==> config.mk <==
export PLATFORM = sky130hd
export DESIGN_NAME = sat_counter
export DESIGN_NICKNAME = d
export VERILOG_FILES = /design/src/rtl/count_checker_sat_counter.sv
export SDC_FILE = /design/constraint.sdc
export NUM_CORES = 1
export LEC_CHECK = 0
export CAP_MARGIN = 10
export CORE_AREA = 2 2 39 41
export CTS_CLUSTER_SIZE = 30
export DETAILED_ROUTE_END_ITERATION = 12
export DIE_AREA = 0 0 41 43
export HOLD_SLACK_MARGIN = 0.15
export REMOVE_ABC_BUFFERS = 1
export SLEW_MARGIN = 20
export SYNTH_ARGS = -nofsm -noshare
export SYNTH_HDL_FRONTEND = slang
export SYNTH_SLANG_ARGS = --single-unit
==> constraint.sdc <==
create_clock -name clk -period 2.7 [get_ports clk]
set_clock_uncertainty 0.15 [all_clocks]
set_input_delay 0.54 -clock clk [delete_from_list [all_inputs] [get_ports clk]]
set_output_delay 0.54 -clock clk [all_outputs]
set_load 0.005 [all_outputs]
==> src/rtl/count_checker_sat_counter.sv <==
// Event counter with optional saturation at all-ones. With sat_en low it
// simply wraps modulo 2^W.
module sat_counter #(
  parameter int W = 8
) (
  input  logic         clk,
  input  logic         reset,
  input  logic         inc,
  input  logic         sat_en,
  output logic [W-1:0] count
);

  logic [W-1:0] count_q;
  logic [W-1:0] count_d;
  logic         at_max;

  assign at_max = (count_q == {W{1'b1}});

  // Next count: bump on inc unless saturation is enabled and we are pinned.
  always_comb begin
    count_d = count_q;
    if (inc && !(sat_en && at_max)) begin
      count_d = count_q + W'(1);
    end
  end

  // Count register, cleared asynchronously by the checker reset.
  always_ff @(posedge clk or posedge reset) begin
    if (reset) begin
      count_q <= '0;
    end else begin
      count_q <= count_d;
    end
  end

  assign count = count_q;

endmodule

# == After elaboration in Yosys (flattened, before gate mapping) ==
# Cells that the tools add are included.
# Widths: inputs -> output; s select.
# totals
reg_bits,8
latch_bits,0
mem_bits_rw,0
romBits,0
input_bits,4
out_inout_bits,8
wordCells,6
n_memories,0
# classes
add_sub_neg,1
n_mul,0
div,0
order_cmp,0
n_eq_ne,1
n_shift,0
n_mux,0
bitwise_logic,0
reduce_logical,3
# op_table
operator,count
$add 8x1->8 const B,1
$eq 8x8->1 const B,1
$logic_and 1x1->1,2
$logic_not 1->1,1

# == Depth between registers and ports, before layout ==
# Gate-level depths: netlist of run 1.
# logic_depth
word_depth,4
ltp_mapped,5
mapped_depth_nobuf,4

# == Worst setup path before layout of run 1 ==
# Ideal clock, no wire load.
# synth_path
kind,register -> register
start,"register count_q[0], in the netlist count[0]"
end,"register count_q[1], in the netlist count[1]"
setup_ns,0.125
arrival_time_ns,1.472
required_ns,2.425
path_slack_ns,0.953
path_stages_with_launch,6
path_buffers,1
synth_period_minus_slack_ns,1.747
cell_sequence,dfrtp_1 > ha_1 > and4_4 > buf_6 > a21bo_2 > mux2_4
# synth_via
elab_chain_cells,4
elab_cells_between_ends,5
cone_classes,1 x add/sub; 1 x eq/ne; 3 x reduce/logical
# synth_lines
element,line,source
"start, declared",13,logic [W-1:0] count_q;
"start signal, assigned",32,count_q <= count_d;
branches (longest 4 deep; another with $add 8x1->8),--,
# Several ways; the timed one is not identified.
# A chain may end at the register's enable or synchronous reset.

# == Final worst setup path of run 1 ==
# layout_path
start,"register count_q[2], in the netlist count[2]"
end,output count[2]
# layout_lines
element,line,source
"end, declared",10,output logic [W-1:0] count
# No word-level cell between the ends.

==> impl_metrics.toml, run 1 <==
[drt]
wire_per_inst_um = 14.0
vias = 349
drt_iter0_markers = 4
drc = 0
wl_um = 939
firstDrtPassIters = 3
drtAntennaViolNets = 0
viasPerCell = 5.21

[sta]
worst_slew_pin_slew_ps = 309
rsz0062_at_grt = "no"
tns_ps = 0
slew_violations = 0
setup_viol = 0
post-route-period-util_pct = 72.9
slew_headroom_pct = 79.4
max_freq_mhz = 508
period_minus_slack_ps = 1970
finalHoldViolations = 0

[clocking]
cts_tree = "built"
cts_made_buffers = 3
clk_latency_ps = 250
cts_root_buffer = "clkbuf_4"
cts_setup_buffers = 0
cts_sinks = 8
htreeDepth = 1
ctsResizeCount = 0
path_clk_slew_ps = 60
cts_buffer_depth = 2
cts-hold-fix-buffers = 0

[setup_path]
start_kind = "flop"
critical_path_class = "reg2out"
critPathSlowestCell = "clkdlybuf4s50_1"
cp.arrival_ps = 1280
crit_fanout = 8
cp_num_buf_inv = 1
crit_chain = "clkdlybuf4s50_1"
critical-path-top-delay-family = "buffers and inverters"
required_ps = 2010
end_kind = "output pin"
critPathMaxStageDelay_ps = 550

[die]
die_h_um = 43
rows = 14
core_mm2 = 0.00138
ios = 12
die_area_mm2 = 0.00176
die_x_um = 41
start_util_pct = 30.6

[placement]
portBuffers = 11
gp_congestion = 0.717
dp_hpwl_um = 663
placed_cell_area_um2 = 542

[global_route]
grt_overflow = 0
antenna_found_initial = 0
grt_pass1_vias = 329
grt_first_pass_wirelength_mm = 1.45
grt_max_degree = 9
track_usage_pct = 12.8

[layout]
drive_above_1_share_pct = 13.7
area_delta_synth_final_pct = 33.4
nNetsFinal = 58
final_area_um2 = 564
antenna_cells = 0
largest_register_ffs = 8

[logic_synthesis]
synth.distinct_cells = 21
yosys.area.top_type = "dfrtp_1"
synth-seq-area-share_pct = 47.3
yosys_warnings = 0
syn_area_um2 = 423
ys_ff_latch = 8
syn_area_per_cell_um2 = 11.1
netlist_instances = 38
synth_top_area_share_pct = 47.3
synth_area_leaders = "dfrtp_1 47%, a21oi_1 4.7%, xor2_1 4.1%, nand3_1 3.6%, a211oi_1 3.6%"

[pwr]
peakVddDrop_mv = 0.406
p_per_area_mw_per_mm2 = 1110
leakagePower_nw = 0.236

[min_path]
hp-class = "in2async"

[outcome]
status = "completed"

[job]
maxCapViolCount = 0
==> power by group <==
group | total, mW | internal, mW | switching, mW
sequential | 0.258 | 0.177 | 0.0809
combinational | 0.270 | 0.169 | 0.102
clock | 0.0950 | 0.0511 | 0.0439
total | 0.624 | 0.397 | 0.226
==> stage by stage <==
step	setup slack [ps]	hold slack (ps)	total power [mW]	utilization (%)	instances
finish	733	381	0.624	40.8	67
global route	708	409	0.674	40.8	67
CTS	738	393	0.631	40.8	67
detailed placement	636	382	0.530	39.2	64
global placement	663	352	0.523	39.2	64
floorplan	1040	206	0.375	-	37
==> worst paths after layout <==
check,cells past startpoint,from,slack [ps],to
max in group asynchronous,2,reset,1790,count[1]
setup / recovery,1,count[2],730,count[2]
setup reg to reg,4,count[0],940,count[1]
hold reg to reg,1,count[3],390,count[3]
min in group clk,1,count[3],390,count[3]
hold / removal,2,reset,380,count[7]
==> Yosys cell counts <==
cell	count
a211oi_1	2
a21bo_2	1
a21boi_0	2
a21oi_1	4
a31oi_1	1
a41oi_1	1
and4_1	1
and4_4	1
buf_6	1
dfrtp_1	8
ha_1	1
inv_1	2
mux2_4	1
nand2_1	1
nand3_1	3
nand4_1	2
nor2_1	1
nor4_2	1
o21bai_1	1
xnor2_1	1
xor2_1	2
==> worst register-to-register path: stages (launching register included) <==
cell and delay (ps):
dfrtp_1 430, ha_1 300, and4_4 310, a21bo_2 170, mux2_4 290
==> placed cells by master, fill, tap and decap left out <==
master           netlist  final
a211oi_1               2      2
a21bo_2                1      1
a21boi_0               2      2
a21oi_1                4      4
a31oi_1                1      1
a41oi_1                1      1
and4_1                 1      1
and4_4                 1      1
clkbuf_4               0      3
clkdlybuf4s50_1        0     11
dfrtp_1                8      8
ha_1                   1      1
inv_1                  2      2
mux2_4                 1      1
nand2_1                1      1
nand3_1                3      3
nand4_1                2      2
nor2_1                 1      1
nor4_2                 1      1
o21bai_1               1      1
xnor2_1                1      1
xor2_1                 2      2
==> logic make-up after synthesis <==
family,synth area share [%]
AO/OA/AOI/OAI,19.5
AND/OR/NAND/NOR,16.0
flip-flops,47.3
XOR/XNOR,6.21
buffers and inverters,4.44
multiplexers,3.55
adder cells (fa/ha/maj),2.96
==> cell type report <==
| cell class | instances | area [um^2] |
|---|---|---|
| Sequential cell | 8 | 200 |
| Fill cell | 146 | 820 |
| Tap cell | 16 | 20.0 |
| Multi-Input combinational cell | 27 | 204 |
| Clock buffer | 3 | 22.5 |
| Timing Repair Buffer | 11 | 110 |
| Inverter | 2 | 7.51 |
==> metal layers <==
metal	global-route usage, %	up-vias	wire (um)
met5	0	-	0
met3	3.14	2	53
met2	16.6	10	442
met4	12.0	0	14
li1	-	172	-
met1	16.3	165	428
No activity file was read; power rests on OpenSTA's default activity.
==> run 2: changes to the inputs <==
==> constraint.sdc (replaced) <==
create_clock -name clk -period 1.9 [get_ports clk]
set_clock_uncertainty 0.15 [all_clocks]
set_input_delay 0.38 -clock clk [delete_from_list [all_inputs] [get_ports clk]]
set_output_delay 0.38 -clock clk [all_outputs]
set_load 0.005 [all_outputs]
==> impl_metrics.toml, run 2 (synthesis results as in run 1) <==
[outcome]
status = "completed"

[layout]
drive_above_1_share_pct = 20.0
area_delta_synth_final_pct = 40.5
stdcell_count = 71
antenna_cells = 0
final_common_cell = "clkdlybuf4s50_1"
nNetsFinal = 62
largest_register_ffs = 8
final_cell_mix = "11 x clkdlybuf4s50_1, 8 x dfrtp_1, 4 x a21oi_1, 4 x buf_4"

[pwr]
p_per_area_mw_per_mm2 = 1520
peakVddDrop_mv = 0.574
leakagePower_nw = 0.256

[global_route]
antenna_found_initial = 0
track_usage_pct = 13.6
grt_overflow = 0
grt_first_pass_wirelength_mm = 1.53
grt_pass1_vias = 330
grt_max_degree = 9

[sta]
setup_viol = 0
slew_violations = 0
worst_slew_pin_slew_ps = 316
max_freq_mhz = 558
post-route-period-util_pct = 94.3
tns_ps = 0
slew_headroom_pct = 78.9
finalHoldViolations = 0
rsz0062_at_grt = "no"
period_minus_slack_ps = 1790

[drt]
drc = 0
vias = 358
viasPerCell = 5.04
drtAntennaViolNets = 0
firstDrtPassIters = 6
drt_iter0_markers = 12
wire_per_inst_um = 13.0
wl_um = 920

[clocking]
htreeDepth = 1
cts_buffer_depth = 2
ctsResizeCount = 0
cts_made_buffers = 3
cts_sinks = 8
cts_root_buffer = "clkbuf_4"
path_clk_slew_ps = 50
cts_setup_buffers = 0
clk_latency_ps = 250
cts-hold-fix-buffers = 0
cts_tree = "built"

[die]
rows = 14
die_x_um = 41
die_area_mm2 = 0.00176
die_h_um = 43
start_util_pct = 30.6
core_mm2 = 0.00138
ios = 12

[job]
maxCapViolCount = 0

[setup_path]
crit_fanout = 8
critical_path_class = "reg2out"
end_kind = "output pin"
cp_num_buf_inv = 1
cp.arrival_ps = 1260
critical-path-top-delay-family = "buffers and inverters"
start_kind = "flop"
crit_chain = "clkdlybuf4s50_1"
critPathSlowestCell = "clkdlybuf4s50_1"
required_ps = 1370
critPathMaxStageDelay_ps = 550

[min_path]
hp-class = "in2async"

[placement]
dp_hpwl_um = 692
portBuffers = 11
dpl.cell_count = 68
gp_congestion = 0.802
## run 2: changes by cell type in the layout (fill, tap and decap cells not counted)
cell and delta:
buf_4 +4
## run 2: report_power, final
part | leakage, nW | internal, mW | switching, mW
Combinational | 0.147 | 0.266 | 0.161
Sequential | 0.0952 | 0.253 | 0.102
Clock | 0.0138 | 0.0719 | 0.0518
## run 2: layout make-up
cell class | count | area (um^2)
Inverter | 2 | 7.51
Timing Repair Buffer | 15 | 140
Tap cell | 16 | 20.0
Fill cell | 146 | 790
Multi-Input combinational cell | 27 | 204
Sequential cell | 8 | 200
Clock buffer | 3 | 22.5
## run 2: through the flow
stage | hold WS, ps | setup slack [ps] | total power [mW] | cell area [um^2] | util [%]
after floorplan | 45.7 | 240 | 0.533 | 412 | -
after global placement | 359 | 45.6 | 0.778 | 572 | 41.3
after detailed placement | 363 | 44.6 | 0.783 | 572 | 41.3
after CTS | 228 | 100 | 0.917 | 594 | 42.9
after global routing | 267 | 30.2 | 0.984 | 594 | 42.9
final | 227 | 109 | 0.905 | 594 | 42.9
## run 2: path summary, 6_finish.rpt
| kind | startpoint | endpoint | slack (ps) | cells after the start |
|---|---|---|---|---|
| worst max register to register | count[1] | count[7] | 260 | 5 |
| worst max-delay path | count[2] | count[2] | 110 | 1 |
| min in group clk | count[7] | count[7] | 370 | 1 |
| max in group asynchronous | reset | count[5] | 1130 | 2 |
| worst min register to register | count[7] | count[7] | 370 | 1 |
| worst min-delay path | reset | count[6] | 230 | 2 |
## run 2: per-layer routing
layer	wire [um]	track usage [%]	up-vias	part of all wire, %
met5	0	0	-	0
li1	-	-	180	-
met2	413	15.3	16	45
met4	14	12.0	0	1.5
met1	432	20.1	160	47
met3	59	3.14	2	6.4
==> run 3: changes to the inputs <==
--- a/config.mk
+++ b/config.mk
@@ -5,9 +5,10 @@
 export SDC_FILE = /design/constraint.sdc
 export NUM_CORES = 1
 export LEC_CHECK = 0
+export ABC_CLOCK_PERIOD_IN_PS = 1900
 export CAP_MARGIN = 10
 export CORE_AREA = 2 2 39 41
-export CTS_CLUSTER_SIZE = 30
+export CTS_CLUSTER_SIZE = 40
 export DETAILED_ROUTE_END_ITERATION = 12
 export DIE_AREA = 0 0 41 43
 export HOLD_SLACK_MARGIN = 0.15
==> results of run 3 <==
The final DEF is identical to that of run 2; final timing and power are the same.
